$ cat src/rtl/mips_multicycle_ctrl.sv
// Main control FSM for a multi-cycle MIPS datapath: fetch/decode/execute/memory/write-back sequencing.
// Latency: lw 5, sw/R-type/imm/jr 4, beq/j 3, bad opcode 2 cycles; +1 per mem_ready=0 cycle in S0/S3/S5.
// Backpressure: stalls in FETCH, MEMRD and MEMWR until mem_ready; all outputs forced low while rst_n is low.
//
// Ports: clk/rst_n (async active-low), opcode (IR[31:26]), JumpReg (from ALU control),
//        mem_ready (memory handshake); outputs are datapath strobes, mux selects, ALUOp,
//        illegal_op pulse and the current state for debug.
module mips_multicycle_ctrl (
   input  logic       clk,
   input  logic       rst_n,
   input  logic [5:0] opcode,
   input  logic       JumpReg,
   input  logic       mem_ready,
   output logic       PCWrite,
   output logic       PCWriteCond,
   output logic       IorD,
   output logic       MemRead,
   output logic       MemWrite,
   output logic       IRWrite,
   output logic       MemtoReg,
   output logic       RegWrite,
   output logic       RegDst,
   output logic       ALUSrcA,
   output logic       ZeroExt,
   output logic [1:0] ALUSrcB,
   output logic [1:0] PCSource,
   output logic [2:0] ALUOp,
   output logic       illegal_op,
   output logic [3:0] state
);

   typedef enum logic [3:0] {
      S_FETCH  = 4'd0,
      S_DECODE = 4'd1,
      S_MEMADR = 4'd2,
      S_MEMRD  = 4'd3,
      S_MEMWB  = 4'd4,
      S_MEMWR  = 4'd5,
      S_EXEC   = 4'd6,
      S_RWB    = 4'd7,
      S_BRANCH = 4'd8,
      S_JUMP   = 4'd9,
      S_IEXEC  = 4'd10,
      S_JR     = 4'd11,
      S_IWB    = 4'd12
   } state_t;

   localparam logic [5:0] OP_RTYPE = 6'h00;
   localparam logic [5:0] OP_J     = 6'h02;
   localparam logic [5:0] OP_BEQ   = 6'h04;
   localparam logic [5:0] OP_ADDI  = 6'h08;
   localparam logic [5:0] OP_ANDI  = 6'h0C;
   localparam logic [5:0] OP_ORI   = 6'h0D;
   localparam logic [5:0] OP_LW    = 6'h23;
   localparam logic [5:0] OP_SW    = 6'h2B;

   state_t cur;
   state_t nxt;

   // Next-state decode. Encodings 13-15 fall into the default and return to FETCH.
   always_comb begin
      nxt = S_FETCH;
      case (cur)
         S_FETCH:  nxt = mem_ready ? S_DECODE : S_FETCH;
         S_DECODE: begin
            case (opcode)
               OP_RTYPE:                   nxt = S_EXEC;
               OP_LW, OP_SW:               nxt = S_MEMADR;
               OP_BEQ:                     nxt = S_BRANCH;
               OP_J:                       nxt = S_JUMP;
               OP_ADDI, OP_ANDI, OP_ORI:   nxt = S_IEXEC;
               default:                    nxt = S_FETCH;
            endcase
         end
         // Only lw and sw reach MEMADR, so anything other than sw is a load.
         S_MEMADR: nxt = (opcode == OP_SW) ? S_MEMWR : S_MEMRD;
         S_MEMRD:  nxt = mem_ready ? S_MEMWB : S_MEMRD;
         S_MEMWB:  nxt = S_FETCH;
         S_MEMWR:  nxt = mem_ready ? S_FETCH : S_MEMWR;
         S_EXEC:   nxt = JumpReg ? S_JR : S_RWB;
         S_RWB:    nxt = S_FETCH;
         S_BRANCH: nxt = S_FETCH;
         S_JUMP:   nxt = S_FETCH;
         S_IEXEC:  nxt = S_IWB;
         S_JR:     nxt = S_FETCH;
         S_IWB:    nxt = S_FETCH;
         default:  nxt = S_FETCH;
      endcase
   end

   always_ff @(posedge clk or negedge rst_n) begin
      if (!rst_n) cur <= S_FETCH;
      else        cur <= nxt;
   end

   // Controls are decoded combinationally from the state because FETCH/MEMWR strobes
   // must follow mem_ready in the same cycle and reset must kill them without a clock.
   always_comb begin
      PCWrite     = 1'b0;
      PCWriteCond = 1'b0;
      IorD        = 1'b0;
      MemRead     = 1'b0;
      MemWrite    = 1'b0;
      IRWrite     = 1'b0;
      MemtoReg    = 1'b0;
      RegWrite    = 1'b0;
      RegDst      = 1'b0;
      ALUSrcA     = 1'b0;
      ZeroExt     = 1'b0;
      ALUSrcB     = 2'b00;
      PCSource    = 2'b00;
      ALUOp       = 3'b000;
      illegal_op  = 1'b0;
      case (cur)
         S_FETCH: begin
            MemRead = 1'b1;
            ALUSrcB = 2'b01;
            // PC and IR load only on the completing fetch cycle, so a stall never double-updates.
            IRWrite = mem_ready;
            PCWrite = mem_ready;
         end
         S_DECODE: begin
            ALUSrcB = 2'b11;
            case (opcode)
               OP_RTYPE, OP_LW, OP_SW, OP_BEQ, OP_J,
               OP_ADDI, OP_ANDI, OP_ORI: illegal_op = 1'b0;
               default:                  illegal_op = 1'b1;
            endcase
         end
         S_MEMADR: begin
            ALUSrcA = 1'b1;
            ALUSrcB = 2'b10;
         end
         S_MEMRD: begin
            MemRead = 1'b1;
            IorD    = 1'b1;
         end
         S_MEMWB: begin
            MemtoReg = 1'b1;
            RegWrite = 1'b1;
         end
         S_MEMWR: begin
            IorD     = 1'b1;
            MemWrite = 1'b1;
         end
         S_EXEC: begin
            ALUSrcA = 1'b1;
            ALUOp   = 3'b010;
         end
         S_RWB: begin
            RegDst   = 1'b1;
            RegWrite = 1'b1;
         end
         S_BRANCH: begin
            ALUSrcA     = 1'b1;
            ALUOp       = 3'b001;
            PCWriteCond = 1'b1;
            PCSource    = 2'b01;
         end
         S_JUMP: begin
            PCWrite  = 1'b1;
            PCSource = 2'b10;
         end
         S_IEXEC: begin
            ALUSrcA = 1'b1;
            ALUSrcB = 2'b10;
            case (opcode)
               OP_ANDI: begin ALUOp = 3'b011; ZeroExt = 1'b1; end
               OP_ORI:  begin ALUOp = 3'b100; ZeroExt = 1'b1; end
               default: ALUOp = 3'b000;
            endcase
         end
         S_JR: begin
            PCWrite  = 1'b1;
            PCSource = 2'b11;
            ALUOp    = 3'b010;
         end
         S_IWB: begin
            RegWrite = 1'b1;
         end
         default: ;
      endcase

      // Reset gating is combinational so an in-flight write is abandoned the instant rst_n falls.
      if (!rst_n) begin
         PCWrite     = 1'b0;
         PCWriteCond = 1'b0;
         IorD        = 1'b0;
         MemRead     = 1'b0;
         MemWrite    = 1'b0;
         IRWrite     = 1'b0;
         MemtoReg    = 1'b0;
         RegWrite    = 1'b0;
         RegDst      = 1'b0;
         ALUSrcA     = 1'b0;
         ZeroExt     = 1'b0;
         ALUSrcB     = 2'b00;
         PCSource    = 2'b00;
         ALUOp       = 3'b000;
         illegal_op  = 1'b0;
      end
   end

   assign state = cur;

endmodule

$ cat config.mk
export PLATFORM = sky130hd
export DESIGN_NAME = mips_multicycle_ctrl
export DESIGN_NICKNAME = d
export VERILOG_FILES = /design/src/rtl/mips_multicycle_ctrl.sv
export SDC_FILE = /design/constraint.sdc
export NUM_CORES = 1
export LEC_CHECK = 0
export ABC_CLOCK_PERIOD_IN_PS = 1400
export CORE_MARGIN = 2
export CORE_UTILIZATION = 35
export CTS_CLUSTER_SIZE = 10
export DETAILED_ROUTE_END_ITERATION = 16
export PLACE_DENSITY = 0.74
export SLEW_MARGIN = 15
export SYNTH_ARGS = -nofsm -noshare
export SYNTH_HDL_FRONTEND = slang
export SYNTH_SLANG_ARGS = --single-unit
$ cat constraint.sdc
create_clock -name clk -period 1.4 [get_ports clk]
set_input_delay 0.28 -clock clk [delete_from_list [all_inputs] [get_ports clk]]
set_output_delay 0.28 -clock clk [all_outputs]
set_load 0.01 [all_outputs]
==> out/results.ini, run 1 <==
[clocking]
cts_made_buffers = 3
clk_path_buf_depth = 2
h-tree-depth = 1
cts_root_buffer = clkbuf_4
hold_buffers = 0
cts_sinks = 4

[place]
portBuffers = 32
gp_congestion = 0.918
pre_cts_ws_ns = -1.03
hpwl_mm = 2.21
dp.cells = 192

[outcome]
stop_error = [ERROR DPL-0038] Utilization greater than 100%, impossible to legalize
lastStage = 5_1_grt
status = did not finish

[die]
die_h_um = 47.4
dieWidth_um = 47.4
rows = 15
num_io_pins = 33
start_util_pct = 37.8

[synth]
netlist_area_um2 = 661
synth_cells = 104
synth-edff-count = 0
yosysTopAreaCell = dfrtp_1
ys.flop_type = dfrtp_1
async_flop_share_pct = 100
ys_seq_elements = 4
synthTopCellsByArea = dfrtp_1, nand2_1, nor2_1, and3_1, nand2b_1
seq_area_frac_synth_pct = 15.2
synthDistinctLibCells = 33
synth.top_cell.area_share_pct = 15.2
syn-num-nets = 114
ys_warn_count = 0
syn_avg_cell_area_um2 = 6.35

[global_routing]
grt_max_degree = 10

[sta]
worst-ep-kind = output port
worst_endpoint = ALUOp[2]

## cells in the mapped netlist (all sizes together) (4+ instances only)
master  count
nor2b       5
o21ai       8
nand2      16
and3        5
o22ai       4
nor2       14
inv         5
a21oi       6
nand2b      6
dfrtp       4
buf         5
## per-stage QoR
stage	utilization, %	instance area (um2)	setup TNS, ns
detailed placement	74.6	1300	-14.24
CTS	86.6	1510	-5.85
global placement	74.6	1300	-13.74
floorplan	-	707	-0.304
## repair_timing
action	in CTS
hold endpoints to repair	0
setup buffers	17
pin swaps	14
setup endpoints to repair	27
cloned	0
resized for setup	139
## cells by family after synthesis
group | after synthesis | synth area share, %
buf+inv | 11 | 7.57
simple gates | 59 | 47.9
compound gates | 29 | 28.0
flops | 4 | 15.2
xor+xnor | 1 | 1.33
==> run 2: changes to the inputs <==
==> config.mk (replaced) <==
export PLATFORM = sky130hd
export DESIGN_NAME = mips_multicycle_ctrl
export DESIGN_NICKNAME = d
export VERILOG_FILES = /design/src/rtl/mips_multicycle_ctrl.sv
export SDC_FILE = /design/constraint.sdc
export NUM_CORES = 1
export LEC_CHECK = 0
export ABC_CLOCK_PERIOD_IN_PS = 1800
export CORE_AREA = 2 2 63 65
export DETAILED_ROUTE_END_ITERATION = 16
export DIE_AREA = 0 0 65 67
export PLACE_DENSITY_LB_ADDON = 0.15
export SLEW_MARGIN = 15
export SYNTH_ARGS = -nofsm -noshare
export SYNTH_HDL_FRONTEND = slang
export SYNTH_SLANG_ARGS = --single-unit
==> constraint.sdc (replaced) <==
create_clock -name clk -period 1.8 [get_ports clk]
set_input_delay 0.36 -clock clk [delete_from_list [all_inputs] [get_ports clk]]
set_output_delay 0.36 -clock clk [all_outputs]
set_load 0.01 [all_outputs]
==> out/results.ini, run 2 <==
[synth]
synth-edff-count = 0  ; unchanged
synth.top_cells.by_count = nand2_1, nor2_1, a21oi_1
synth_cells = 104  ; unchanged
syn-num-nets = 114  ; unchanged
synth_most_common_cell = nand2_1
netlist_area_um2 = 661  ; unchanged
async_flop_share_pct = 100  ; unchanged
seq_area_frac_synth_pct = 15.2  ; unchanged
synthTopCellsByArea = dfrtp_1, nand2_1, nor2_1, and3_1, nand2b_1
ys_warn_count = 0  ; unchanged
yosysTopAreaCell = dfrtp_1
syn_avg_cell_area_um2 = 6.35  ; unchanged
ys.flop_type = dfrtp_1
synth.top_cell.area_share_pct = 15.2  ; unchanged
synthDistinctLibCells = 33  ; unchanged
ys_seq_elements = 4  ; unchanged

[routing]
dr.pass1.iters = 4
wl_per_cell_um = 12.8
drt_iter0_markers = 23
num_vias = 1013
routed_via_density = 4.50
ant_nets = 0
drc_errors = 0
routed_wl_mm = 2.87

[sta]
finalSetupViolCount = 4
fin_skew_ns = 0.000214
hold_violations = 0
post-route-min-period_ns = 1.85
worst_pin_slew_ns = 0.287
relSlewSlack_pct = 80.8
tns_ns = -0.111
fmax_mhz = 540
rsz0062_at_grt = yes
setup_ws_ns = -0.0508
finalMaxSlewViolations = 0
period_share_pct = 103

[cells_and_area]
final_cell_mix = buf_4, buf_2, nand2_1
num_antenna_cells = 0
drive_above_1_share_pct = 50.3
design_area_um2 = 1430
nets = 189
largest_reg_flops = 4
finish.utilization_pct = 39.7
final_common_cell = buf_4
syn_to_final_growth_pct = 117

[die]
die_h_um = 67  ; +41%
rows = 22  ; +7
dieArea_um2 = 4360
start_util_pct = 18.3  ; -20 points
num_io_pins = 33  ; unchanged
core_area_um2 = 3610
dieWidth_um = 65  ; +37%

[clocking]
clk_path_buf_depth = 2  ; unchanged
cts_sinks = 4  ; unchanged
clk_latency_ns = 0.21
hold_buffers = 0  ; unchanged
clk_pin_slew_ns = 0.03
cts_made_buffers = 3  ; unchanged
cts_root_buffer = clkbuf_8
h-tree-depth = 1  ; unchanged
tritoncts = done

[place]
hpwl_mm = 2.27  ; +2.9%
gp_congestion = 0.897  ; -2.3%
pre_cts_ws_ns = -0.806  ; +0.223 ns
placed_cell_area_um2 = 1280  ; -1.7%
portBuffers = 32  ; unchanged

[setup_path]
r2r-end = state[0]
r2r-start = state[1]
cp-start-kind = flop
critical_path_peak_fanout = 4
setup.worst_path.end_class = output pin
arrival_ns = 1.49
crit_required_ns = 1.44
reg2reg_slack_ns = 0.35
path_class = reg -> out
r2r_cells = 7

[global_routing]
grt_pass1_wl_mm = 4.58
gr-total-overflow = 0
grt_max_degree = 17
grtUsageTotal_pct = 13.5
grt_pass1_vias = 975
antenna_found_initial = 0

[flow_run]
maxCapViolations = 0

[power]
powerDensity_nw_per_um2 = 890
fin_total_pwr_mw = 1.27
vdd_drop_max_mv = 0.811
power_leakage_nw = 0.693

[worst_hold_path]
hold_class = in -> async

[outcome]
violations = negative setup slack
status = complete, but fails checks

[run 2: cell counts after synthesis]
Identical to the previous run, type by type.
[run 2: final cells by class]
type	instances	area [um2]
timing repair buffer	76	594
sequential	4	100
multi-input combinational	89	617
tap	48	60.1
fill	404	2170
inverter	5	18.8
clock buffer	3	41.3
[run 2: metal layers]
metal  vias up  GRT usage, %  part of all wire (%)
li1        516             -                     -
met1       457          15.7                    45
met2        36          25.4                    49
met3         4          2.20                   5.3
met4         0          3.46                   1.1
met5         -             0                     0
[run 2: cell families after synthesis]
kind of cell              after synthesis  synth area share [%]
AOI/OAI and AO/OA                      29                  28.0
xor gates and xnor gates                1                  1.33
and+or+nand+nor                        59                  47.9
DFF                                     4                  15.2
buffers and inverters                  11                  7.57
[run 2: power breakdown]
part / total [mW] / internal (mW) / switching, mW
logic: 0.962 / 0.498 / 0.464
clock network: 0.185 / 0.142 / 0.0427
registers: 0.127 / 0.113 / 0.0148
[run 2: stage by stage]
| step | hold slack [ns] | instances |
|---|---|---|
| after floorplan | 0.0644 | 104 |
| after CTS | 0.249 | 221 |
| after detailed placement | 0.722 | 214 |
| after global routing | 0.278 | 225 |
| after global placement | 0.716 | 214 |
| final | 0.242 | 225 |
[run 2: what timing repair did]
item | in CTS | in global routing
setup buffers | 5 | 4
gates resized for setup | 98 | 21
setup endpoints to repair | 19 | 16
pin swaps | 9 | 12
[run 2: worst max-delay path, stage by stage, from the launching register on]
cell	delay, ns
dfrtp_1	0.39
buf_6	0.12
nand2b_4	0.07
nor4_4	0.28
and3_1	0.19
and2_1	0.11
buf_2	0.12
[run 2: how the worst max path moves through the flow]
stage	start	endpoint	slack, ns	depth (start not counted)
after floorplan	state[0]	ALUOp[2]	0.11	4
after global placement	opcode[0]	illegal_op	-0.79	6
after detailed placement	opcode[0]	illegal_op	-0.81	6
after CTS	state[0]	ALUOp[2]	-0.13	6
after global routing	state[3]	ALUOp[2]	-0.18	6
final	state[3]	ALUOp[2]	-0.05	6
Note: power is estimated with default switching activity, not from simulation.
==> run 3: changes to the inputs <==
--- a/config.mk
+++ b/config.mk
@@ -5,10 +5,13 @@
 export SDC_FILE = /design/constraint.sdc
 export NUM_CORES = 1
 export LEC_CHECK = 0
+export ABC_AREA = 0
 export ABC_CLOCK_PERIOD_IN_PS = 1800
 export CORE_AREA = 2 2 63 65
 export DETAILED_ROUTE_END_ITERATION = 16
 export DIE_AREA = 0 0 65 67
+export GPL_TIMING_DRIVEN = 0
+export MAX_ROUTING_LAYER = met4
 export PLACE_DENSITY_LB_ADDON = 0.15
 export SLEW_MARGIN = 15
 export SYNTH_ARGS = -nofsm -noshare
==> out/results.ini, run 3 (synthesis gave the netlist of run 2 again) <==
[outcome]
status = complete, but fails checks
violations = negative setup slack

[global_routing]
grt_pass1_wl_mm = 4.48  ; -2.2%
grtUsageTotal_pct = 13.7  ; +0.18 points
antenna_found_initial = 0  ; unchanged
grt_max_degree = 11  ; -6
grt_pass1_vias = 950  ; -2.6%
gr-total-overflow = 0  ; unchanged

[routing]
drc_errors = 0  ; unchanged
wl_per_cell_um = 14.5  ; +13%
routed_via_density = 4.85  ; +7.7%
drt_iter0_markers = 60  ; +160%
ant_nets = 0  ; unchanged
dr.pass1.iters = 4  ; unchanged
routed_wl_mm = 3.01  ; +4.6%
num_vias = 1009  ; -0.39%

[die]
dieWidth_um = 65  ; unchanged
core_area_um2 = 3610  ; unchanged
dieArea_um2 = 4360  ; unchanged
die_h_um = 67  ; unchanged
start_util_pct = 18.3  ; unchanged
num_io_pins = 33  ; unchanged
rows = 22  ; unchanged

[power]
powerDensity_nw_per_um2 = 995  ; +12%
power_frac_seq_pct = 11.8  ; +1.8 points
clock_power_share_pct = 14.7  ; +0.2 points
p_int_uw = 744  ; -1.2%
power_leakage_nw = 0.605  ; -13%
vdd_drop_max_mv = 0.398  ; -51%
p_sw_uw = 537  ; +3.1%
p_sw_share_pct = 41.9  ; +1.0 points
comb_power_share_pct = 73.6  ; -1.9 points

[cells_and_area]
num_antenna_cells = 0  ; unchanged
final_cell_mix = buf_4, buf_2, nand2_1
instances_no_fill = 208  ; -7.6%
final_common_cell = buf_4
syn_to_final_growth_pct = 94.9
largest_reg_flops = 4  ; unchanged
fill_cells = 396  ; -2.0%
nets = 172  ; -9.0%
drive_above_1_share_pct = 48.8  ; -1.5 points

[clocking]
cts_root_buffer = clkbuf_8
cts_made_buffers = 3  ; unchanged
cts_sinks = 4  ; unchanged
clk_pin_slew_ns = 0.03  ; about the same
clk_path_buf_depth = 2  ; unchanged
tritoncts = done
h-tree-depth = 1  ; unchanged
clk_latency_ns = 0.22  ; about the same

[place]
hpwl_mm = 1.96  ; -13%
gp_congestion = 0.895  ; -0.22%
dp.cells = 183  ; -14%
pre_cts_ws_ns = -0.946  ; -0.140 ns
portBuffers = 31  ; -3.1%

[sta]
fin_skew_ns = 0.000322  ; +0.000109 ns
hold_violations = 0  ; unchanged
rsz0062_at_grt = yes
period_share_pct = 102  ; -0.38 points
relSlewSlack_pct = 76.4  ; -4.4 points
finalMaxSlewViolations = 0  ; unchanged
post-route-min-period_ns = 1.84  ; -0.00681 ns
finalSetupViolCount = 3  ; -1
fmax_mhz = 542  ; +0.37%
worst_pin_slew_ns = 0.353  ; +0.0656 ns
setup_ws_ns = -0.0440  ; +0.00681 ns

[setup_path]
r2r-end = state[2]
arrival_ns = 1.48  ; about the same
r2r_cells = 7  ; unchanged
crit_required_ns = 1.44  ; about the same
cp-start-kind = flop
r2r-start = state[1]
reg2reg_slack_ns = 0.37  ; +0.02 ns
path_class = reg -> out
setup.worst_path.end_class = output pin
critical_path_peak_fanout = 5  ; +1

[flow_run]
maxCapViolations = 0  ; unchanged

[worst_hold_path]
whs_endpoint = state[1]
hold_class = in -> reg
worstHoldStart = opcode[4]
hold_depth = 2

[run 3: cell count changes in the layout (fill, tap and decap cells not counted), moves of 2 or more]
cell | before | now
buf_4 | 36 | 20
buf_6 | 9 | 6
clkbuf_2 | 1 | 7
clkdlybuf4s50_1 | 6 | 4
dfrtp_1 | 4 | 0
dfrtp_2 | 0 | 4
dlygate4sd2_1 | 6 | 4
[run 3: critical path, stage by stage, from the launching register on]
cell	delay [ns]
dfrtp_2	0.42
nand2b_4	0.16
nor4_4	0.26
and3_1	0.19
and2_1	0.11
buf_2	0.12
[run 3: power groups by stage]
stage          combinational [mW]  sequential, mW  clock [mW]
6_report                    0.942           0.151       0.188
3_3_place_gp                0.623           0.157           0
2_1_floorplan               0.347           0.155           0
3_5_place_dp                0.615           0.158           0
4_1_cts                     0.882           0.150       0.193
5_1_grt                      1.01           0.154       0.199
[run 3: final cells by class]
class / instances / area (um2) / area share, %
repair buffers: 53 / 390 / 30.3
flip-flops and latches: 4 / 105 / 8.16
clock buffers: 3 / 41.3 / 3.21
well taps: 48 / 60.1 / 4.66
plain buffers: 6 / 50.0 / 3.89
multi-input cells: 89 / 622 / 48.3
inverters: 5 / 18.8 / 1.46
[run 3: how the worst max path moves through the flow]
stage	from	to	slack, ns	cells past startpoint
2_1_floorplan	state[0]	ALUOp[2]	0.11	4
3_3_place_gp	opcode[0]	illegal_op	-0.92	6
3_5_place_dp	opcode[0]	illegal_op	-0.95	6
4_1_cts	state[1]	ALUOp[2]	-0.08	6
5_1_grt	state[2]	ALUOp[2]	-0.15	5
6_report	state[2]	ALUOp[2]	-0.04	5
[run 3: stage by stage]
step / power, mW / setup TNS [ns] / hold slack (ns) / util (%) / instance area [um2]
CTS: 1.23 / -0.235 / 0.404 / 34.8 / 1260
global route: 1.36 / -0.514 / 0.435 / 35.7 / 1290
global placement: 0.779 / -13.39 / 0.672 / 28.6 / 1030
detailed placement: 0.772 / -12.98 / 0.660 / 28.6 / 1030
finish: 1.28 / -0.0856 / 0.417 / 35.7 / 1290
floorplan: 0.502 / 0 / 0.0644 / - / 661
[run 3: what timing repair did]
item,4_1_cts,5_1_grt
hold buffers,1,0
setup endpoints to repair,19,17
hold endpoints to repair,4,0
pin swaps,7,9
resized for setup,100,31
setup buffers,16,5
[run 3: layer usage]
| metal | track usage (%) | vias to the layer above | wire [um] |
|---|---|---|---|
| met3 | 2.70 | 8 | 269 |
| met4 | 5.32 | 0 | 70 |
| met1 | 17.0 | 460 | 1270 |
| li1 | - | 484 | - |
| met2 | 21.9 | 57 | 1390 |
| met5 | - | - | 0 |
==> run 4: changes to the inputs <==
--- a/config.mk
+++ b/config.mk
@@ -17,3 +17,4 @@
 export SYNTH_ARGS = -nofsm -noshare
 export SYNTH_HDL_FRONTEND = slang
 export SYNTH_SLANG_ARGS = --single-unit
+export TNS_END_PERCENT = 5
==> out/results.ini, run 4 (synthesis gave the netlist of run 2 again) <==
[clocking]
cts_root_buffer = clkbuf_8
h-tree-depth = 1  ; unchanged
tritoncts = done
clk_pin_slew_ns = 0.03  ; about the same
cts_sinks = 4  ; unchanged
clk_latency_ns = 0.22  ; about the same
cts_made_buffers = 3  ; unchanged
clk_path_buf_depth = 2  ; unchanged

[place]
hpwl_mm = 1.96  ; unchanged
portBuffers = 31  ; unchanged
gp_congestion = 0.895  ; unchanged

[global_routing]
grt_pass1_vias = 904  ; -4.8%
antenna_found_initial = 0  ; unchanged
grt_pass1_wl_mm = 4.15  ; -7.4%
gr-total-overflow = 0  ; unchanged
grtUsageTotal_pct = 12.7  ; -0.99 points
grt_max_degree = 11  ; unchanged

[power]
p_int_uw = 646  ; -13%
p_sw_uw = 477  ; -11%
vdd_drop_max_mv = 0.271  ; -32%
fin_total_pwr_mw = 1.12  ; -12%
clock_power_share_pct = 16.5  ; +1.8 points
power_frac_seq_pct = 15.9  ; +4.1 points
powerDensity_nw_per_um2 = 932  ; -6.3%
p_sw_share_pct = 42.5  ; +0.56 points
comb_power_share_pct = 67.6  ; -6.0 points
power_leakage_nw = 0.597  ; -1.2%

[routing]
wl_per_cell_um = 13.6  ; -5.6%
drt_iter0_markers = 26  ; -57%
num_vias = 918  ; -9.0%
dr.pass1.iters = 4  ; unchanged
routed_via_density = 4.73  ; -2.5%
ant_nets = 0  ; unchanged
drc_errors = 0  ; unchanged
routed_wl_mm = 2.65  ; -12%

[sta]
period_share_pct = 109  ; +6.3 points
post-route-min-period_ns = 1.96  ; +0.113 ns
hold_violations = 0  ; unchanged
fin_skew_ns = 0.00120  ; +0.000876 ns
relSlewSlack_pct = 79.8  ; +3.4 points
setup_ws_ns = -0.157  ; -0.113 ns
hold_ws_ns = 0.411  ; -0.00595 ns
rsz0062_at_grt = yes
finalMaxSlewViolations = 0  ; unchanged
finalSetupViolCount = 5  ; +2
worst_pin_slew_ns = 0.302  ; -0.0511 ns
fmax_mhz = 511  ; -5.8%

[worst_hold_path]
worstHoldStart = opcode[4]
hold_class = in -> reg
hold_depth = 2  ; unchanged
whs_endpoint = state[1]

[cells_and_area]
drive_above_1_share_pct = 36.3  ; -12 points
final_cell_mix = nand2_1, nor2_1, buf_4
nets = 158  ; -8.1%
num_antenna_cells = 0  ; unchanged
syn_to_final_growth_pct = 82.4
final_common_cell = nand2_1
largest_reg_flops = 4  ; unchanged

[setup_path]
r2r-end = state[0]
crit_required_ns = 1.44  ; about the same
path_class = reg -> out
reg2reg_slack_ns = 0.49  ; +0.12 ns
cp-start-kind = flop
r2r_cells = 5  ; -2
worst_path_max_delay_cell = clkdlybuf4s50_1
critPathMaxStageDelay_ns = 0.54  ; +0.12 ns
r2r-start = state[0]
path_buf_inv = 2  ; +1
path_cells = buf_4, nand2_1, nor2_1, clkdlybuf4s50_1
critPathTopFamily = buffers and inverters
setup.worst_path.end_class = output pin
arrival_ns = 1.60  ; +0.12 ns
critical_path_peak_fanout = 10  ; +5

[die]
dieArea_um2 = 4360  ; unchanged
dieWidth_um = 65  ; unchanged
core_area_um2 = 3610  ; unchanged
start_util_pct = 18.3  ; unchanged
num_io_pins = 33  ; unchanged
rows = 22  ; unchanged
die_h_um = 67  ; unchanged

[flow_run]
maxCapViolations = 0  ; unchanged

[outcome]
violations = negative setup slack
status = complete, but fails checks

==> run 4: repair_timing <==
| action | in CTS | in global routing |
|---|---|---|
| hold buffers | 1 | 0 |
| resized for setup | 82 | 18 |
| endpoints found under the hold margin | 4 | 0 |
| cloned | 0 | 0 |
| buffers inserted | 7 | 0 |
| setup endpoints to repair | 19 | 17 |
| pin swaps | 6 | 2 |
==> run 4: worst register-to-register path, stage by stage, from the launching register on <==
cell and delay, ns:
dfrtp_2 0.47, buf_4 0.20, inv_1 0.10, a32oi_1 0.07, or2_1 0.22, a31oi_1 0.14
==> run 4: how the worst max path moves through the flow <==
| stage | slack, ns | cells past startpoint | end | from |
|---|---|---|---|---|
| after floorplan | 0.11 | 4 | ALUOp[2] | state[0] |
| after CTS | -0.25 | 4 | ALUSrcB[1] | state[1] |
| final | -0.16 | 4 | PCSource[1] | state[0] |
| after detailed placement | -0.95 | 6 | illegal_op | opcode[0] |
| after global routing | -0.26 | 5 | ALUOp[2] | state[0] |
| after global placement | -0.92 | 6 | illegal_op | opcode[0] |
==> run 4: power by group through the flow <==
stage	Sequential [mW]	Combinational, mW	Clock [mW]
after CTS	0.169	0.747	0.193
after detailed placement	0.158	0.615	0
after global routing	0.182	0.822	0.199
after floorplan	0.155	0.347	0
after global placement	0.157	0.623	0
final	0.178	0.759	0.186
==> run 4: final cells by class <==
cell class	instances	area [um2]
plain buffers	6	52.6
clock buffers	3	41.3
fillers	394	2400
inverters	5	18.8
multi-input cells	89	594
flip-flops and latches	4	105
well taps	48	60.1
repair buffers	39	333
==> run 4: layer usage <==
layer  wire length, um  share of wire [%]  vias up  GRT usage, %
met2              1160                 44       39          19.8
met3               195                7.4       10          2.53
met1              1190                 45      413          15.5
met5                 0                  0        -             -
met4               100                3.8        0          6.65
li1                  -                  -      456             -
==> run 4: through the flow <==
| stage | utilization [%] | instances | setup TNS (ns) | setup WS, ns | instance area [um2] |
|---|---|---|---|---|---|
| floorplan | - | 104 | 0 | 0.114 | 661 |
| global placement | 28.6 | 183 | -13.39 | -0.919 | 1030 |
| detailed placement | 28.6 | 183 | -12.98 | -0.946 | 1030 |
| CTS | 33.1 | 194 | -1.59 | -0.248 | 1190 |
| global route | 33.4 | 194 | -1.27 | -0.257 | 1200 |
| finish | 33.4 | 194 | -0.559 | -0.157 | 1200 |
